--- src/rtl/scalar_alu_pipe_if.sv ---
// Issue/result handshake bundle for scalar_alu_pipe.
// The ALU takes the slave modport; the issuing and consuming side takes the master modport.
interface scalar_alu_pipe_if #(
    parameter int DATA_W = 32,
    parameter int TAG_W  = 6
);
    logic                in_valid;
    logic                in_ready;
    logic [31:0]         in_control;
    logic [2*DATA_W-1:0] in_s1;
    logic [2*DATA_W-1:0] in_s2;
    logic [2*DATA_W-1:0] in_exec;
    logic                in_scc;
    logic [TAG_W-1:0]    in_tag;
    logic                out_valid;
    logic                out_ready;
    logic [2*DATA_W-1:0] out_data;
    logic                out_scc;
    logic                out_scc_wr;
    logic                out_illegal;
    logic [TAG_W-1:0]    out_tag;

    modport slave (
        input  in_valid, in_control, in_s1, in_s2, in_exec, in_scc, in_tag, out_ready,
        output in_ready, out_valid, out_data, out_scc, out_scc_wr, out_illegal, out_tag
    );

    modport master (
        output in_valid, in_control, in_s1, in_s2, in_exec, in_scc, in_tag, out_ready,
        input  in_ready, out_valid, out_data, out_scc, out_scc_wr, out_illegal, out_tag
    );
endinterface

--- src/rtl/scalar_alu_pipe.sv ---
// Registered, handshaked scalar ALU: single-cycle SOPP/SOP1/SOP2/SOPC/SOPK ops plus an
// iterative shift-add multiplier, results returned in acceptance order through one output register.
module scalar_alu_pipe #(
    parameter int DATA_W   = 32,
    parameter int TAG_W    = 6,
    parameter int MUL_BITS = 4
) (
    input  logic              clk,
    input  logic              rst_n,
    scalar_alu_pipe_if.slave  bus,
    output logic              busy
);
    localparam int W     = DATA_W;
    localparam int SH_W  = $clog2(W);
    localparam int STEPS = W / MUL_BITS;
    localparam int CNT_W = $clog2(STEPS + 1);

    typedef enum logic {IDLE, MUL} state_t;
    state_t state, state_nxt;

    logic [7:0]       fmt;
    logic [23:0]      op;
    logic [W-1:0]     a, b;
    logic [SH_W-1:0]  sh;
    logic [W:0]       add_w, addc_w, sub_w, subb_w;
    logic             add_ovf, sub_ovf, eq, lt_s, lt_u;

    logic [W-1:0]     lo;
    logic [2*W-1:0]   wide_data;
    logic             wide, scc_nz;
    logic [2*W-1:0]   res_data;
    logic             res_scc, res_scc_wr, res_illegal, res_is_mul;

    logic [W-1:0]     mul_acc, mul_mcand, mul_mplier, mul_partial;
    logic [CNT_W-1:0] mul_cnt;
    logic [TAG_W-1:0] mul_tag;

    logic             out_free, accept, mul_done, res_load;

    assign fmt = bus.in_control[31:24];
    assign op  = bus.in_control[23:0];
    assign a   = bus.in_s1[W-1:0];
    assign b   = bus.in_s2[W-1:0];
    assign sh  = b[SH_W-1:0];

    // Carry/borrow fall out of bit W of the zero-extended sums and differences.
    assign add_w   = {1'b0, a} + {1'b0, b};
    assign addc_w  = add_w + {{W{1'b0}}, bus.in_scc};
    assign sub_w   = {1'b0, a} - {1'b0, b};
    assign subb_w  = sub_w - {{W{1'b0}}, bus.in_scc};
    assign add_ovf = (a[W-1] == b[W-1]) && (add_w[W-1] != a[W-1]);
    assign sub_ovf = (a[W-1] != b[W-1]) && (sub_w[W-1] != a[W-1]);
    assign eq      = (a == b);
    assign lt_s    = ($signed(a) < $signed(b));
    assign lt_u    = (a < b);

    always_comb begin
        lo          = '0;
        wide        = 1'b0;
        wide_data   = '0;
        scc_nz      = 1'b0;
        res_data    = '0;
        res_scc     = 1'b0;
        res_scc_wr  = 1'b0;
        res_illegal = 1'b0;
        res_is_mul  = 1'b0;
        case (fmt)
            8'h01: begin
                if (op inside {24'h02, 24'h04, 24'h05, 24'h06, 24'h08}) begin
                    wide      = 1'b1;
                    wide_data = bus.in_s1 + (bus.in_s2 << 2) + (2*W)'(4);
                end else begin
                    res_illegal = 1'b1;
                end
            end
            8'h02: begin
                case (op)
                    24'h03: lo = a;
                    24'h04: begin wide = 1'b1; wide_data = bus.in_s1; end
                    24'h07: begin lo = ~a; scc_nz = 1'b1; end
                    24'h24: begin wide = 1'b1; wide_data = bus.in_s1 & bus.in_exec; scc_nz = 1'b1; end
                    default: res_illegal = 1'b1;
                endcase
            end
            8'h04: begin
                res_scc_wr = 1'b1;
                case (op)
                    24'h00, 24'h06: res_scc = eq;
                    24'h01, 24'h07: res_scc = !eq;
                    24'h02:         res_scc = !lt_s && !eq;
                    24'h03:         res_scc = !lt_s;
                    24'h04:         res_scc = lt_s;
                    24'h05:         res_scc = lt_s || eq;
                    24'h08:         res_scc = !lt_u && !eq;
                    24'h09:         res_scc = !lt_u;
                    24'h0A:         res_scc = lt_u;
                    24'h0B:         res_scc = lt_u || eq;
                    default:        res_illegal = 1'b1;
                endcase
            end
            8'h08: begin
                case (op)
                    24'h00: begin lo = add_w[W-1:0];  res_scc = add_w[W];   res_scc_wr = 1'b1; end
                    24'h01: begin lo = sub_w[W-1:0];  res_scc = sub_w[W];   res_scc_wr = 1'b1; end
                    24'h02: begin lo = add_w[W-1:0];  res_scc = add_ovf;    res_scc_wr = 1'b1; end
                    24'h03: begin lo = sub_w[W-1:0];  res_scc = sub_ovf;    res_scc_wr = 1'b1; end
                    24'h04: begin lo = addc_w[W-1:0]; res_scc = addc_w[W];  res_scc_wr = 1'b1; end
                    24'h05: begin lo = subb_w[W-1:0]; res_scc = subb_w[W];  res_scc_wr = 1'b1; end
                    24'h07: begin lo = lt_u ? a : b;  res_scc = lt_u;       res_scc_wr = 1'b1; end
                    24'h09: begin lo = (!lt_u && !eq) ? a : b; res_scc = !lt_u && !eq; res_scc_wr = 1'b1; end
                    24'h0E: begin lo = a & b; scc_nz = 1'b1; end
                    24'h0F: begin wide = 1'b1; wide_data = bus.in_s1 & bus.in_s2; scc_nz = 1'b1; end
                    24'h10: begin lo = a | b; scc_nz = 1'b1; end
                    24'h15: begin wide = 1'b1; wide_data = bus.in_s1 & ~bus.in_s2; scc_nz = 1'b1; end
                    24'h1E: begin lo = a << sh; scc_nz = 1'b1; end
                    24'h20: begin lo = a >> sh; scc_nz = 1'b1; end
                    24'h22: begin lo = $signed(a) >>> sh; scc_nz = 1'b1; end
                    24'h26: res_is_mul = 1'b1;
                    default: res_illegal = 1'b1;
                endcase
            end
            8'h10: begin
                case (op)
                    24'h00: lo = b;
                    24'h0F: begin lo = add_w[W-1:0]; res_scc = add_ovf; res_scc_wr = 1'b1; end
                    24'h10: res_is_mul = 1'b1;
                    default: res_illegal = 1'b1;
                endcase
            end
            default: res_illegal = 1'b1;
        endcase
        if (res_illegal) begin
            res_scc    = 1'b0;
            res_scc_wr = 1'b0;
        end else begin
            res_data = wide ? wide_data : {{W{1'b0}}, lo};
            if (scc_nz) begin
                res_scc_wr = 1'b1;
                res_scc    = |res_data;
            end
        end
    end

    // One radix-2^MUL_BITS digit of the multiplier, built as shifted adds of the multiplicand.
    always_comb begin
        mul_partial = '0;
        for (int i = 0; i < MUL_BITS; i++) begin
            if (mul_mplier[i]) mul_partial = mul_partial + (mul_mcand << i);
        end
    end

    assign out_free     = !bus.out_valid || bus.out_ready;
    assign bus.in_ready = (state == IDLE) && out_free;
    assign accept       = bus.in_valid && bus.in_ready;
    assign mul_done     = (state == MUL) && (mul_cnt == CNT_W'(1)) && out_free;
    assign res_load     = (accept && !res_is_mul) || mul_done;
    assign busy         = (state != IDLE);

    always_ff @(posedge clk or negedge rst_n) begin
        if (!rst_n) state <= IDLE;
        else        state <= state_nxt;
    end

    always_comb begin
        state_nxt = state;
        case (state)
            IDLE:    if (accept && res_is_mul) state_nxt = MUL;
            MUL:     if (mul_done) state_nxt = IDLE;
            default: state_nxt = IDLE;
        endcase
    end

    // The last digit is folded straight into the output register, so it is held back while stalled.
    always_ff @(posedge clk or negedge rst_n) begin
        if (!rst_n) begin
            mul_acc    <= '0;
            mul_mcand  <= '0;
            mul_mplier <= '0;
            mul_cnt    <= '0;
            mul_tag    <= '0;
        end else if (accept && res_is_mul) begin
            mul_acc    <= '0;
            mul_mcand  <= a;
            mul_mplier <= b;
            mul_cnt    <= CNT_W'(STEPS);
            mul_tag    <= bus.in_tag;
        end else if ((state == MUL) && (mul_cnt > CNT_W'(1))) begin
            mul_acc    <= mul_acc + mul_partial;
            mul_mcand  <= mul_mcand << MUL_BITS;
            mul_mplier <= mul_mplier >> MUL_BITS;
            mul_cnt    <= mul_cnt - CNT_W'(1);
        end
    end

    always_ff @(posedge clk or negedge rst_n) begin
        if (!rst_n) begin
            bus.out_valid   <= 1'b0;
            bus.out_data    <= '0;
            bus.out_scc     <= 1'b0;
            bus.out_scc_wr  <= 1'b0;
            bus.out_illegal <= 1'b0;
            bus.out_tag     <= '0;
        end else if (res_load) begin
            bus.out_valid <= 1'b1;
            if (mul_done) begin
                bus.out_data    <= {{W{1'b0}}, mul_acc + mul_partial};
                bus.out_scc     <= 1'b0;
                bus.out_scc_wr  <= 1'b0;
                bus.out_illegal <= 1'b0;
                bus.out_tag     <= mul_tag;
            end else begin
                bus.out_data    <= res_data;
                bus.out_scc     <= res_scc;
                bus.out_scc_wr  <= res_scc_wr;
                bus.out_illegal <= res_illegal;
                bus.out_tag     <= bus.in_tag;
            end
        end else if (bus.out_ready) begin
            bus.out_valid <= 1'b0;
        end
    end
endmodule
--- src/flat_wrapper.sv ---
// flat-port wrapper written by rule: the top's interface ports become plain ports
module scalar_alu_pipe_flat 
#(
    parameter int DATA_W   = 32,
    parameter int TAG_W    = 6,
    parameter int MUL_BITS = 4
)
  (clk, rst_n, busy, bus_in_valid, bus_in_control, bus_in_s1, bus_in_s2, bus_in_exec, bus_in_scc, bus_in_tag, bus_out_ready, bus_in_ready, bus_out_valid, bus_out_data, bus_out_scc, bus_out_scc_wr, bus_out_illegal, bus_out_tag);
  scalar_alu_pipe_if #(.DATA_W(DATA_W), .TAG_W(TAG_W)) bus_i ();
  input  logic clk;
  input  logic rst_n;
  output logic busy;
  input wire logic [$bits(bus_i.in_valid)-1:0] bus_in_valid;
  input wire logic [$bits(bus_i.in_control)-1:0] bus_in_control;
  input wire logic [$bits(bus_i.in_s1)-1:0] bus_in_s1;
  input wire logic [$bits(bus_i.in_s2)-1:0] bus_in_s2;
  input wire logic [$bits(bus_i.in_exec)-1:0] bus_in_exec;
  input wire logic [$bits(bus_i.in_scc)-1:0] bus_in_scc;
  input wire logic [$bits(bus_i.in_tag)-1:0] bus_in_tag;
  input wire logic [$bits(bus_i.out_ready)-1:0] bus_out_ready;
  output wire logic [$bits(bus_i.in_ready)-1:0] bus_in_ready;
  output wire logic [$bits(bus_i.out_valid)-1:0] bus_out_valid;
  output wire logic [$bits(bus_i.out_data)-1:0] bus_out_data;
  output wire logic [$bits(bus_i.out_scc)-1:0] bus_out_scc;
  output wire logic [$bits(bus_i.out_scc_wr)-1:0] bus_out_scc_wr;
  output wire logic [$bits(bus_i.out_illegal)-1:0] bus_out_illegal;
  output wire logic [$bits(bus_i.out_tag)-1:0] bus_out_tag;
  assign bus_i.in_valid = bus_in_valid;
  assign bus_i.in_control = bus_in_control;
  assign bus_i.in_s1 = bus_in_s1;
  assign bus_i.in_s2 = bus_in_s2;
  assign bus_i.in_exec = bus_in_exec;
  assign bus_i.in_scc = bus_in_scc;
  assign bus_i.in_tag = bus_in_tag;
  assign bus_i.out_ready = bus_out_ready;
  assign bus_in_ready = bus_i.in_ready;
  assign bus_out_valid = bus_i.out_valid;
  assign bus_out_data = bus_i.out_data;
  assign bus_out_scc = bus_i.out_scc;
  assign bus_out_scc_wr = bus_i.out_scc_wr;
  assign bus_out_illegal = bus_i.out_illegal;
  assign bus_out_tag = bus_i.out_tag;
  scalar_alu_pipe #(.DATA_W(DATA_W), .TAG_W(TAG_W), .MUL_BITS(MUL_BITS)) u_core (.clk(clk), .rst_n(rst_n), .bus(bus_i), .busy(busy));
endmodule
--- config.mk ---
export PLATFORM = sky130hd
export DESIGN_NAME = scalar_alu_pipe_flat
export DESIGN_NICKNAME = d
export VERILOG_FILES = /design/src/rtl/scalar_alu_pipe_if.sv /design/src/rtl/scalar_alu_pipe.sv /design/src/flat_wrapper.sv
export SDC_FILE = /design/constraint.sdc
export NUM_CORES = 2
export LEC_CHECK = 0
export BUFFER_PORTS_ARGS = -buffer_cell sky130_fd_sc_hd__buf_2
export CAP_MARGIN = 10
export CELL_PAD_IN_SITES_DETAIL_PLACEMENT = 1
export CELL_PAD_IN_SITES_GLOBAL_PLACEMENT = 1
export CORE_MARGIN = 1.5
export CORE_UTILIZATION = 42
export DETAILED_ROUTE_END_ITERATION = 8
export MAX_ROUTING_LAYER = met4
export PLACE_DENSITY = 0.91
export SETUP_SLACK_MARGIN = 0.05
export SYNTH_ARGS = -nofsm -noshare
export SYNTH_HDL_FRONTEND = slang
export SYNTH_SLANG_ARGS = --single-unit
--- constraint.sdc ---
create_clock -name clk -period 8.22 [get_ports clk]
set_input_delay 0.411 -clock clk [delete_from_list [all_inputs] [get_ports clk]]
set_output_delay 0.411 -clock clk [all_outputs]
set_load 0.1 [all_outputs]
==> results.ini <==
[yosys]
synthTopCellsByCount = nand2_1 (464), o21ai_0 (381), ha_1 (343)
yosysTopAreaCell = dfrtp_1
synth_nets = 5060
yosysTopAreaCellShare = 0.1370
ys.flop_type = dfrtp_1
syn_area_sq_um = 33070
yosysMostFrequentCell = nand2_1
synth_edf_count = 0
yosys_warnings = 0
ys_types = 118
async_reset_ff_frac = 1.000
ys_ff_latch = 181
synthTopCellsByArea = dfrtp_1 (14%), ha_1 (13%), o21ai_0 (5.8%)
synth.avg_cell_area_sq_um = 7.391
ys_seq_area_frac = 0.1370
synthCells = 4475

[routing]
first_iter_violations = 6712
dr.pass1.iters = 7
wl_mm = 218.7
via_count = 44870
via_per_inst = 7.571
drc_errors = 0
detail-route-antenna-nets = 0
routedWlPerCell_um = 36.89

[sta]
finalSetupViolCount = 25
finalHoldViolCount = 0
setup_slack_ns = -2.411
finClkSkew_ns = 0.05955
fin_crit_ns = 10.63
rsz0062_at_grt = yes
max_slew.worst_pin.slew_ns = 1.362
max_freq_mhz = 94.07
final_max_slew_viol_count = 0
post-route-period-util = 1.293
hold_slack_ns = 0.1221
max-slew-margin-rel = 0.09220

[status]
failed_checks = setup timing
outcome = finished, violations left

[worst_setup_path]
slowest_stage = xnor2_1
cp_common_cell = ha_1
r2r_start = u_core.mul_mplier[0]$_DFFE_PN0P_
r2r-end = u_core.mul_acc[31]$_DFFE_PN0P_
critPathMaxFanout = 26
end_kind = flop
reg2reg_depth = 38
reg2reg_slack_ns = -2.41
slowest_delay_ns = 0.97
setup.worst_path.class = reg -> reg
cp-start-kind = flop
arrival_ns = 10.98
required_ns = 8.57

[floorplanning]
die_x_um = 283.6
core_area_sq_um = 77720
die_h_um = 283.6
io-pin-count = 311
initial_core_util = 0.4255
num_rows = 102
die_area_sq_um = 80440

[grt]
use_met1 = 0.5586
grt_pass1_vias = 42660
grt_pass1_wl_mm = 284.2
grt-ovfl-total = 0
grt_usage = 0.4797
met2_usage = 0.6841
busiest_layer = met2
grt_max_degree = 81
antenna_found_initial = 26
grt_use_met3 = 0.1531

[min_path]
whs_path_depth = 3
hold_start = bus_in_tag[3]
hp-class = in -> reg
min_to = u_core.bus.out_tag[3]$_DFFE_PN0P_

[clock_network]
cts.clk_slew.worst_paths_ns = 0.11
cts_tree = done
h-tree-depth = 4
clockRootBuffer = clkbuf_16
clock-sinks = 181
cts_buffers = 17
clock_latency_ns = 0.57
cts_buffer_depth = 2

[placed_design]
port_buffers = 310
gp_congestion = 1.138
dpl.hpwl_mm = 144.1
pre_cts_ws_ns = -1.018

[finish]
fin_util = 0.5092
area_growth_pct = 19.66
drive_gt1_frac = 0.2143
fillers = 9594
final_net_count = 5430

[pwr]
p_leak_nw = 17.57
switching_share = 0.4946
vdd_drop_max_v = 0.0001011
combPwrFrac = 0.497
powerDensity_nw_per_um2 = 94.55
power_frac_clock = 0.258
p_sw_mw = 1.851
seqPwrFrac = 0.245
p_int_mw = 1.891

[flow_run]
max_cap_viol_count = 0

placed cells by master (no fill, tap or decap), types with 46 or more instances in the layout:
cell type    n
a21oi_1    275
nor4_1      47
o211ai_1    60
nand3_1     85
buf_4      301
nand2_1    451
xnor2_1    194
o22ai_1     53
a211oi_1    61
xor2_1      96
mux2i_1     84
nor2_1     318
ha_1       300
inv_1      163
a221o_1     75
o21ai_0    339
buf_2      309
dfrtp_1    180
a21o_1      95
nand4_1     46
nor3_1     166
mux2_2      55
cell type report:
class | instances | area, sq um | share of cell area
Antenna cell | 29 | 72.57 | 0.001834
Clock buffer | 17 | 425.4 | 0.01075
Clock inverter | 15 | 162.7 | 0.004110
Inverter | 175 | 656.9 | 0.01660
Multi-Input combinational cell | 3844 | 28430 | 0.7184
Sequential cell | 181 | 4531 | 0.1145
Tap cell | 1040 | 1301 | 0.03288
Timing Repair Buffer | 626 | 3996 | 0.1010
power groups by stage:
stage,clock [mW],combinational [mW],sequential (mW)
3_5_place_dp,0,1.72,0.931
2_1_floorplan,0,1.00,1.04
3_3_place_gp,0,1.69,0.930
4_1_cts,0.889,1.73,0.914
6_report,0.966,1.86,0.915
5_1_grt,0.968,1.91,0.916
routing by layer:
layer | share of wire | wire (um) | vias to the layer above
met1 | 0.35 | 75480 | 21420
li1 | - | - | 17650
met3 | 0.15 | 32960 | 1593
met4 | 0.11 | 24660 | 0
met5 | 0 | 0 | -
met2 | 0.39 | 85570 | 4215
timing repair:
item                                    4_1_cts  5_1_grt
hold buffers                                  1        0
hold endpoints to repair                     26        0
endpoints found under the setup margin       19       20
setup buffers                                32       41
resized for setup                           136      198
pin swaps                                    78      138
critical path, delay by kind of cell, from the launching register on:
family                   cells  cell delay [ns]
multiplexers                 1             0.34
AO/OA/AOI/OAI               16             3.66
adder cells (fa/ha/maj)      4             1.69
flip-flops                   1             0.43
buffers and inverters        6             1.36
XOR/XNOR                     5             1.93
AND/OR/NAND/NOR              6             0.97
worst max-delay path by stage:
stage                                                start                                  end  slack (ns)  cells past startpoint
final                     u_core.mul_mplier[0]$_DFFE_PN0P_       u_core.mul_acc[31]$_DFFE_PN0P_       -2.41                     38
after CTS                 u_core.mul_mplier[0]$_DFFE_PN0P_  u_core.bus.out_data[31]$_DFFE_PN0P_        0.02                     43
after global placement     u_core.mul_mcand[1]$_DFFE_PN0P_  u_core.bus.out_data[31]$_DFFE_PN0P_        0.01                     39
after floorplan           u_core.mul_mplier[0]$_DFFE_PN0P_  u_core.bus.out_data[31]$_DFFE_PN0P_        0.06                     44
after global routing      u_core.mul_mplier[0]$_DFFE_PN0P_  u_core.bus.out_data[31]$_DFFE_PN0P_       -2.36                     38
after detailed placement  u_core.mul_mplier[0]$_DFFE_PN0P_  u_core.bus.out_data[31]$_DFFE_PN0P_       -1.02                     42
stage by stage:
stage               std cells  cell area, sq um  TNS [ns]  power, mW
floorplan                4475             33110         0      2.037
global placement         5792             36790         0      2.623
detailed placement       5792             36790    -7.805      2.653
CTS                      5857             38260         0      3.537
global route             5924             39570    -36.43      3.798
finish                   5927             39580    -37.05      3.742
state kept, by name, summed over array words and instances, names as in the netlist:
signal	cells
u_core.bus.out_scc_wr	1
u_core.mul_mplier	32
u_core.bus.out_tag	6
u_core.bus.out_data	64
u_core.mul_acc	32
u_core.mul_mcand	32
u_core.bus.out_valid	1
u_core.bus.out_illegal	1
u_core.mul_cnt	4
u_core.busy	1
u_core.mul_tag	6
u_core.bus.out_scc	1
logic make-up after synthesis:
| kind of cell | share of synthesized area |
|---|---|
| XOR/XNOR | 0.08115 |
| multiplexers | 0.05410 |
| AO/OA/AOI/OAI | 0.3298 |
| adder cells (fa/ha/maj) | 0.1340 |
| AND/OR/NAND/NOR | 0.2100 |
| buffers and inverters | 0.05402 |
| flip-flops | 0.1369 |
Power figures use the tool's default switching activity.
